`src/rtl/mult_ctrl_pkg.sv`:
```
// mult_ctrl_pkg: shared latencies, register width and in-flight entry type for the multiply issue controller
// Contents: MUL_LAT_DEF (multiply latency), ALU_LAT_DEF (ALU latency), REG_W (register index width),
//           inflight_entry_t {valid, regdest}
package mult_ctrl_pkg;
    localparam int MUL_LAT_DEF = 3;
    localparam int ALU_LAT_DEF = 1;
    localparam int REG_W = 5;
    typedef struct packed {
        logic             valid;
        logic [REG_W-1:0] regdest;
    } inflight_entry_t;
endpackage

```
`src/rtl/mult_inflight_table.sv`:
```
// mult_inflight_table: shift table of in-flight multiply destinations with three-way register match
// Ports: clock, reset (sync, active-high); push_valid/push_regdest load the youngest slot;
//        rs/rt/rd are compared against every valid slot -> rs_match/rt_match/rd_match;
//        head_valid is the slot aligned with multiplier stage 3
module mult_inflight_table
    import mult_ctrl_pkg::*;
#(
    parameter int DEPTH = MUL_LAT_DEF
) (
    input  logic             clock,
    input  logic             reset,
    input  logic             push_valid,
    input  logic [REG_W-1:0] push_regdest,
    input  logic [REG_W-1:0] rs,
    input  logic [REG_W-1:0] rt,
    input  logic [REG_W-1:0] rd,
    output logic             rs_match,
    output logic             rt_match,
    output logic             rd_match,
    output logic             head_valid
);
    inflight_entry_t [DEPTH-1:0] pipe;

    // Slot DEPTH-1 is loaded on issue and walks down to slot 0 in step with the multiplier stages.
    always_ff @(posedge clock) begin
        if (reset)
            pipe <= '0;
        else
            pipe <= {push_valid, push_regdest, pipe[DEPTH-1:1]};
    end

    always_comb begin
        rs_match = 1'b0;
        rt_match = 1'b0;
        rd_match = 1'b0;
        for (int k = 0; k < DEPTH; k++) begin
            rs_match = rs_match | (pipe[k].valid & (pipe[k].regdest == rs));
            rt_match = rt_match | (pipe[k].valid & (pipe[k].regdest == rt));
            rd_match = rd_match | (pipe[k].valid & (pipe[k].regdest == rd));
        end
    end

    assign head_valid = pipe[0].valid;
endmodule

```
`src/rtl/mult_issue_ctrl.sv`:
```
// mult_issue_ctrl: decode-stage issue/hazard control for the 3-stage multiplier with shared writeback port
// Ports: clock, reset (sync, active-high)
//        id_valid/id_is_mul/id_regwrite, id_rs/id_rt with id_rs_used/id_rt_used, id_regdest: decode instruction
//        m3_mul_writereg: stage-3 writeback strobe; ovf_clear: clears mul_ovf_sticky
//        id_stall, m1_oper, m1_regdest: combinational stall and issue controls
//        mul_ovf_pulse, mul_ovf_sticky, sync_err: registered status flags
//        perf_haz_cnt, perf_wb_cnt: saturating stall counters, live only with MULT_ISSUE_PERF_EN defined
module mult_issue_ctrl
    import mult_ctrl_pkg::*;
#(
    parameter int MUL_LAT = MUL_LAT_DEF,
    parameter int ALU_LAT = ALU_LAT_DEF
) (
    input  logic             clock,
    input  logic             reset,
    input  logic             id_valid,
    input  logic             id_is_mul,
    input  logic             id_regwrite,
    input  logic [REG_W-1:0] id_rs,
    input  logic [REG_W-1:0] id_rt,
    input  logic             id_rs_used,
    input  logic             id_rt_used,
    input  logic [REG_W-1:0] id_regdest,
    input  logic             m3_mul_writereg,
    input  logic             ovf_clear,
    output logic             id_stall,
    output logic             m1_oper,
    output logic [REG_W-1:0] m1_regdest,
    output logic             mul_ovf_pulse,
    output logic             mul_ovf_sticky,
    output logic             sync_err,
    output logic [31:0]      perf_haz_cnt,
    output logic [31:0]      perf_wb_cnt
);
    logic [MUL_LAT-1:0] rsv;
    logic [MUL_LAT-1:0] rsv_view;
    logic rs_m, rt_m, rd_m, head_valid, haz, wbc, drop;

    mult_inflight_table #(.DEPTH(MUL_LAT)) u_table (
        .clock       (clock),
        .reset       (reset),
        .push_valid  (m1_oper),
        .push_regdest(m1_regdest),
        .rs          (id_rs),
        .rt          (id_rt),
        .rd          (id_regdest),
        .rs_match    (rs_m),
        .rt_match    (rt_m),
        .rd_match    (rd_m),
        .head_valid  (head_valid)
    );

    // rsv holds the reservations as seen at the end of the previous cycle; shifting by one
    // re-bases it to this cycle, so rsv_view[k] means the port is taken k+1 cycles from now.
    assign rsv_view = rsv >> 1;

    // Register 0 never hazards; outputs are forced quiet while reset is asserted.
    always_comb begin
        haz = ~reset & id_valid &
              ((id_rs_used & (id_rs != '0) & rs_m) |
               (id_rt_used & (id_rt != '0) & rt_m) |
               (id_regwrite & (id_regdest != '0) & rd_m));
        wbc = ~reset & id_valid & ~id_is_mul & id_regwrite & rsv_view[ALU_LAT-1];
        id_stall = haz | wbc;
        m1_oper = ~reset & id_valid & id_is_mul & ~id_stall;
        m1_regdest = m1_oper ? id_regdest : '0;
        drop = head_valid & ~m3_mul_writereg;
    end

    always_ff @(posedge clock) begin
        if (reset) begin
            rsv <= '0;
            mul_ovf_pulse <= 1'b0;
            mul_ovf_sticky <= 1'b0;
            sync_err <= 1'b0;
        end else begin
            rsv <= rsv_view | {m1_oper, {(MUL_LAT-1){1'b0}}};
            mul_ovf_pulse <= drop;
            mul_ovf_sticky <= drop | (mul_ovf_sticky & ~ovf_clear);
            sync_err <= sync_err | (m3_mul_writereg & ~head_valid);
        end
    end

`ifdef MULT_ISSUE_PERF_EN
    // A cycle stalled by both causes is charged to the hazard counter only.
    always_ff @(posedge clock) begin
        if (reset) begin
            perf_haz_cnt <= '0;
            perf_wb_cnt <= '0;
        end else begin
            if (haz && perf_haz_cnt != '1)
                perf_haz_cnt <= perf_haz_cnt + 32'd1;
            if (wbc && !haz && perf_wb_cnt != '1)
                perf_wb_cnt <= perf_wb_cnt + 32'd1;
        end
    end
`else
    assign perf_haz_cnt = '0;
    assign perf_wb_cnt = '0;
`endif
endmodule
```
`config.mk`:
```
export PLATFORM = sky130hd
export DESIGN_NAME = mult_issue_ctrl
export DESIGN_NICKNAME = d
export VERILOG_FILES = /design/src/rtl/mult_ctrl_pkg.sv /design/src/rtl/mult_inflight_table.sv /design/src/rtl/mult_issue_ctrl.sv
export SDC_FILE = /design/constraint.sdc
export NUM_CORES = 1
export LEC_CHECK = 0
export CAP_MARGIN = 20
export CELL_PAD_IN_SITES_DETAIL_PLACEMENT = 0
export CELL_PAD_IN_SITES_GLOBAL_PLACEMENT = 1
export CORE_ASPECT_RATIO = 1.2
export CORE_UTILIZATION = 29
export DETAILED_ROUTE_END_ITERATION = 10
export GPL_TIMING_DRIVEN = 0
export PLACE_DENSITY_LB_ADDON = 0.1
export SYNTH_ARGS = -nofsm -noshare
export SYNTH_HDL_FRONTEND = slang
export SYNTH_SLANG_ARGS = --single-unit
```
`constraint.sdc`:
```
create_clock -name clock -period 4.48 [get_ports clock]
set_input_delay 0.896 -clock clock [delete_from_list [all_inputs] [get_ports clock]]
set_output_delay 0.896 -clock clock [all_outputs]
set_load 0.02 [all_outputs]
```
Yosys cells after proc, flatten, opt, wreduce, memory -nomap -nowiden:

Index checks and enable logic that the tools add are counted.

* bits in registers: 24
* input port bits: 24
* output and inout bits: 74
* word-level logic and storage cells: 66

* equality and inequality tests: 9
* mux-type cells: 1
* bitwise operators: 43
* reductions and logical operators: 3

Operators with widths (number)
* $eq 5x5->1: 9
* $and 1x1->1: 25
* $reduce_bool 5->1: 3
* $or 1x1->1: 11
* $not 1->1: 6
* $mux 5: 1
* $or 2x3->3: 1

Logic depth before layout (Yosys ltp):

* depth in word-level cells: 12
* depth in mapped cells: 7
* mapped depth without buffers: 5

Cells and area by module:

A second synthesis with hierarchy kept.

* cell total of the unflattened synthesis: 202
* area total of the unflattened synthesis: 1784.2 µm²

Modules (own cells, without submodules)
* mult_inflight_table: times used 1, cells an instance 103, area each 992.2 µm², seq. area each 360.3 µm²
* mult_issue_ctrl: times used 1, cells an instance 99, area each 792.0 µm², seq. area each 100.1 µm²

Worst setup path before layout:

Ideal clock, no wire load.

* kind: input-to-output
* start point: input id_rs[1]
* end point: output m1_regdest[0]
* arrival: 2.481 ns
* required time: 3.584 ns
* path slack: 1.103 ns
* stages on the path: 5
* buffers on the path: 1
* cell sequence: or4_1 o21ai_1 a31oi_1 buf_2 nor4_1

* word-level cells in the longest chain between the ends: 12
* elaborated cells between the ends (all ways): 18
* those cells by class: eq/ne: 3; mux: 1; bitwise: 13; reduce/logical: 1

Ends and longest elaborated chain
* from (decl): line mult_issue_ctrl.sv:19 `input logic [REG_W-1:0] id_rs,`
* $eq 5x5->1: line mult_inflight_table.sv:37 `rs_match = rs_match | (pipe[k].valid & (pipe[k].regdest == rs));`
* $and 1x1->1: line mult_inflight_table.sv:37
* $or 1x1->1 (2 in series): line mult_inflight_table.sv:37
* $and 1x1->1 (*): line mult_issue_ctrl.sv:60 `((id_rs_used & (id_rs != '0) & rs_m) |`
* $or 1x1->1 (*): line mult_issue_ctrl.sv:60
* $or 1x1->1 (*): line mult_issue_ctrl.sv:61 `(id_rt_used & (id_rt != '0) & rt_m) |`
* $and 1x1->1 (*): line mult_issue_ctrl.sv:59 `haz = ~reset & id_valid &`
* $or 1x1->1 (*): line mult_issue_ctrl.sv:64 `id_stall = haz | wbc;`
* $not 1->1 (*): line mult_issue_ctrl.sv:65 `m1_oper = ~reset & id_valid & id_is_mul & ~id_stall;`
* $and 1x1->1 (*): line mult_issue_ctrl.sv:65
* $mux 5 (*): line mult_issue_ctrl.sv:66 `m1_regdest = m1_oper ? id_regdest : '0;`
* to (decl): line mult_issue_ctrl.sv:28 `output logic [REG_W-1:0] m1_regdest,`

Mark *: on every way between the ends. The rest lies on a longest branch, timed or not.

Worst setup path after layout:

* start point: input id_rs[1]
* end point: output m1_regdest[3]

Same word-level chain as after synthesis.

==> results.sh <==
export IMPL_fp_coreArea_mm2=0.005781
export IMPL_vias_per_cell=3.696
export IMPL_status="complete, no violations"
export IMPL_diodes=0
export IMPL_fin_skew_ps=4.787
export IMPL_rsz0062_at_grt="false"
export IMPL_wl_per_cell_um=10.35
export IMPL_ys_seq_elements=21
export IMPL_syn2layout_area_growth_pct=39.21
export IMPL_period_share_pct=95.85
export IMPL_insertion_delay_ps=250
export IMPL_stdcell_count=382
export IMPL_path_class="in2out"
export IMPL_portBuffers=31
export IMPL_grt_ovfl_total=0
export IMPL_final_nets=327
export IMPL_cts_htree_levels=1
export IMPL_drive_above_1_share_pct=26.16
export IMPL_post_cts_resized=0
export IMPL_p_leak_nw=1.238
export IMPL_gp_congestion=0.8737
export IMPL_dpl_worst_slack_ps=227.5
export IMPL_ctsHoldBuffers=0
export IMPL_grt_pass1_vias=1204
export IMPL_antenna_left=0
export IMPL_numCtsBuffers=3
export IMPL_wl_um=3954
export IMPL_p_per_area_mw_per_mm2=195.7
export IMPL_seq_area_frac_synth_pct=23.78
export IMPL_start_util_pct=30.58
export IMPL_die_area_mm2=0.006414
export IMPL_fin_ws_ps=186.0
export IMPL_clock_sinks=21
export IMPL_die_height_um=87.53
export IMPL_critPathMaxFanout=10
export IMPL_hold_viol_final=0
export IMPL_grt_max_degree=13
export IMPL_crit_path_end_kind="primary output"
export IMPL_fin_crit_ps=4294
export IMPL_synth_common_cells="buf_4 (64), xor2_1 (36), dfxtp_1 (21)"
export IMPL_ys_flop_type="dfxtp_1"
export IMPL_grt_pass1_wl_um=5775
export IMPL_yosys_area_top_type="buf_4"
export IMPL_antenna_found_initial=0
export IMPL_drt_iter0_drc=81
export IMPL_vias=1412
export IMPL_drt_pass1_iterations=4
export IMPL_grt_use_total_pct=11.78
export IMPL_die_width_um=73.28
export IMPL_max_freq_ghz=0.2329
export IMPL_required_ps=3580
export IMPL_drc=0
export IMPL_critPathLaunchType="primary input"
export IMPL_maxSlewViolCount=0
export IMPL_yosysMostFrequentCell="buf_4"
export IMPL_postSynthAreaPerCell_um2=8.666
export IMPL_maxCapViolCount=0
export IMPL_ir_worst_vdd_v=0.00009931
export IMPL_clock_path_buffers=2
export IMPL_pin_count=98
export IMPL_ctsRootBufferMaster="clkbuf_8"
export IMPL_ys_async_sr_fraction_pct=0
export IMPL_cts_tree="yes"
export IMPL_synth_distinct_cells=28
export IMPL_rows=30
export IMPL_synthCells=204
export IMPL_clk_pin_slew_ps=80
export IMPL_placed_cells_incl_taps=378
export IMPL_synth_warnings=0
export IMPL_synth_area_leaders="buf_4 (27%), dfxtp_1 (24%), xor2_1 (18%)"
export IMPL_setup_violations=0
export IMPL_synth_edf_count=0
export IMPL_dp_hpwl_um=3251
export IMPL_fill_cells=619
export IMPL_cts_setup_buffers=0
export IMPL_fin_tns_setup_ps=0
export IMPL_synth_top_area_share_pct=27.18
export IMPL_hold_path_class="reg2reg"
export IMPL_syn_area_mm2=0.001768
export IMPL_critical_path_arrival_ps=3400
==> layer usage <==
layer / GRT usage, % / share of wire [%] / up-vias
met2: 20.79 / 49 / 64
li1: - / - / 758
met3: 1.266 / 8.1 / 2
met1: 15.01 / 42 / 588
met5: 0 / 0 / -
met4: 3.387 / 0.78 / 0
==> worst max-delay path, stage by stage <==
cell and delay, ps:
clkdlybuf4s50_1 510, or4_1 550, o21ai_1 140, a31oi_1 110, buf_2 250, nor4_1 280
clkdlybuf4s50_1 660
==> layout make-up <==
cell class | count | area (µm²) | area share (%)
Buffer | 71 | 525.5 | 21.35
Multi-Input combinational cell | 174 | 1055 | 42.86
Tap cell | 80 | 100.1 | 4.067
Clock buffer | 3 | 41.29 | 1.678
Timing Repair Buffer | 31 | 310.3 | 12.61
Sequential cell | 21 | 420.4 | 17.08
Clock inverter | 1 | 5.005 | 0.2034
Inverter | 1 | 3.754 | 0.1525
==> report_power, final <==
| part | switching (mW) | internal, mW |
|---|---|---|
| registers | 0.00571 | 0.191 |
| logic | 0.0891 | 0.0764 |
| clock network | 0.0581 | 0.0618 |
==> path summary, 6_finish.rpt <==
path	end	depth (start not counted)	start	slack, ps
max	m1_regdest[3]	7	id_rs[1]	190
max reg2reg	u_table.pipe[15]	6	u_table.pipe[15]	2590
min	mul_ovf_sticky	1	mul_ovf_sticky	460
min reg2reg	mul_ovf_sticky	1	mul_ovf_sticky	460
==> layout by cell type, fill, tap and decap left out <==
cell	instances
buf_2	2
a31oi_1	3
nand2_1	1
a31oi_2	1
o31a_1	1
conb_1	64
nand3_1	13
a21oi_1	1
or4_4	1
nor3_1	1
xor2_1	36
clkdlybuf4s50_1	31
inv_1	1
nor2_1	2
clkbuf_1	2
o21ai_2	1
clkinv_2	1
or3_1	1
nor4_1	19
o21ai_1	1
clkbuf_8	3
dfxtp_1	21
xnor2_1	9
buf_4	64
buf_6	2
nor2b_1	14
clkbuf_2	1
nor4_2	2
a21o_1	1
o41ai_2	1
or4_1	1
==> kinds of logic after synthesis <==
kind of cell | share of synthesized area, %
buffers and inverters | 29.94
AND/OR/NAND/NOR | 19.11
XOR/XNOR | 22.29
flip-flops | 23.78
AO/OA/AOI/OAI | 4.671
other | 0.2121
==> stage by stage <==
step / util, % / hold slack, ps / area, µm² / power [mW]
floorplan: - / 470.2 / 2004 / 0.3235
global placement: 41.77 / 436.8 / 2415 / 0.3646
detailed placement: 41.77 / 448.7 / 2415 / 0.3644
CTS: 42.58 / 467.4 / 2461 / 0.4845
global route: 42.58 / 502.2 / 2461 / 0.5085
finish: 42.58 / 459.4 / 2461 / 0.4816
==> registers in the layout, summed over array words and instances, names as in the netlist <==
name,flops
mul_ovf_pulse,1
sync_err,1
rsv,3
mul_ovf_sticky,1
u_table.pipe,15
Note: power is estimated with default switching activity, not from simulation.
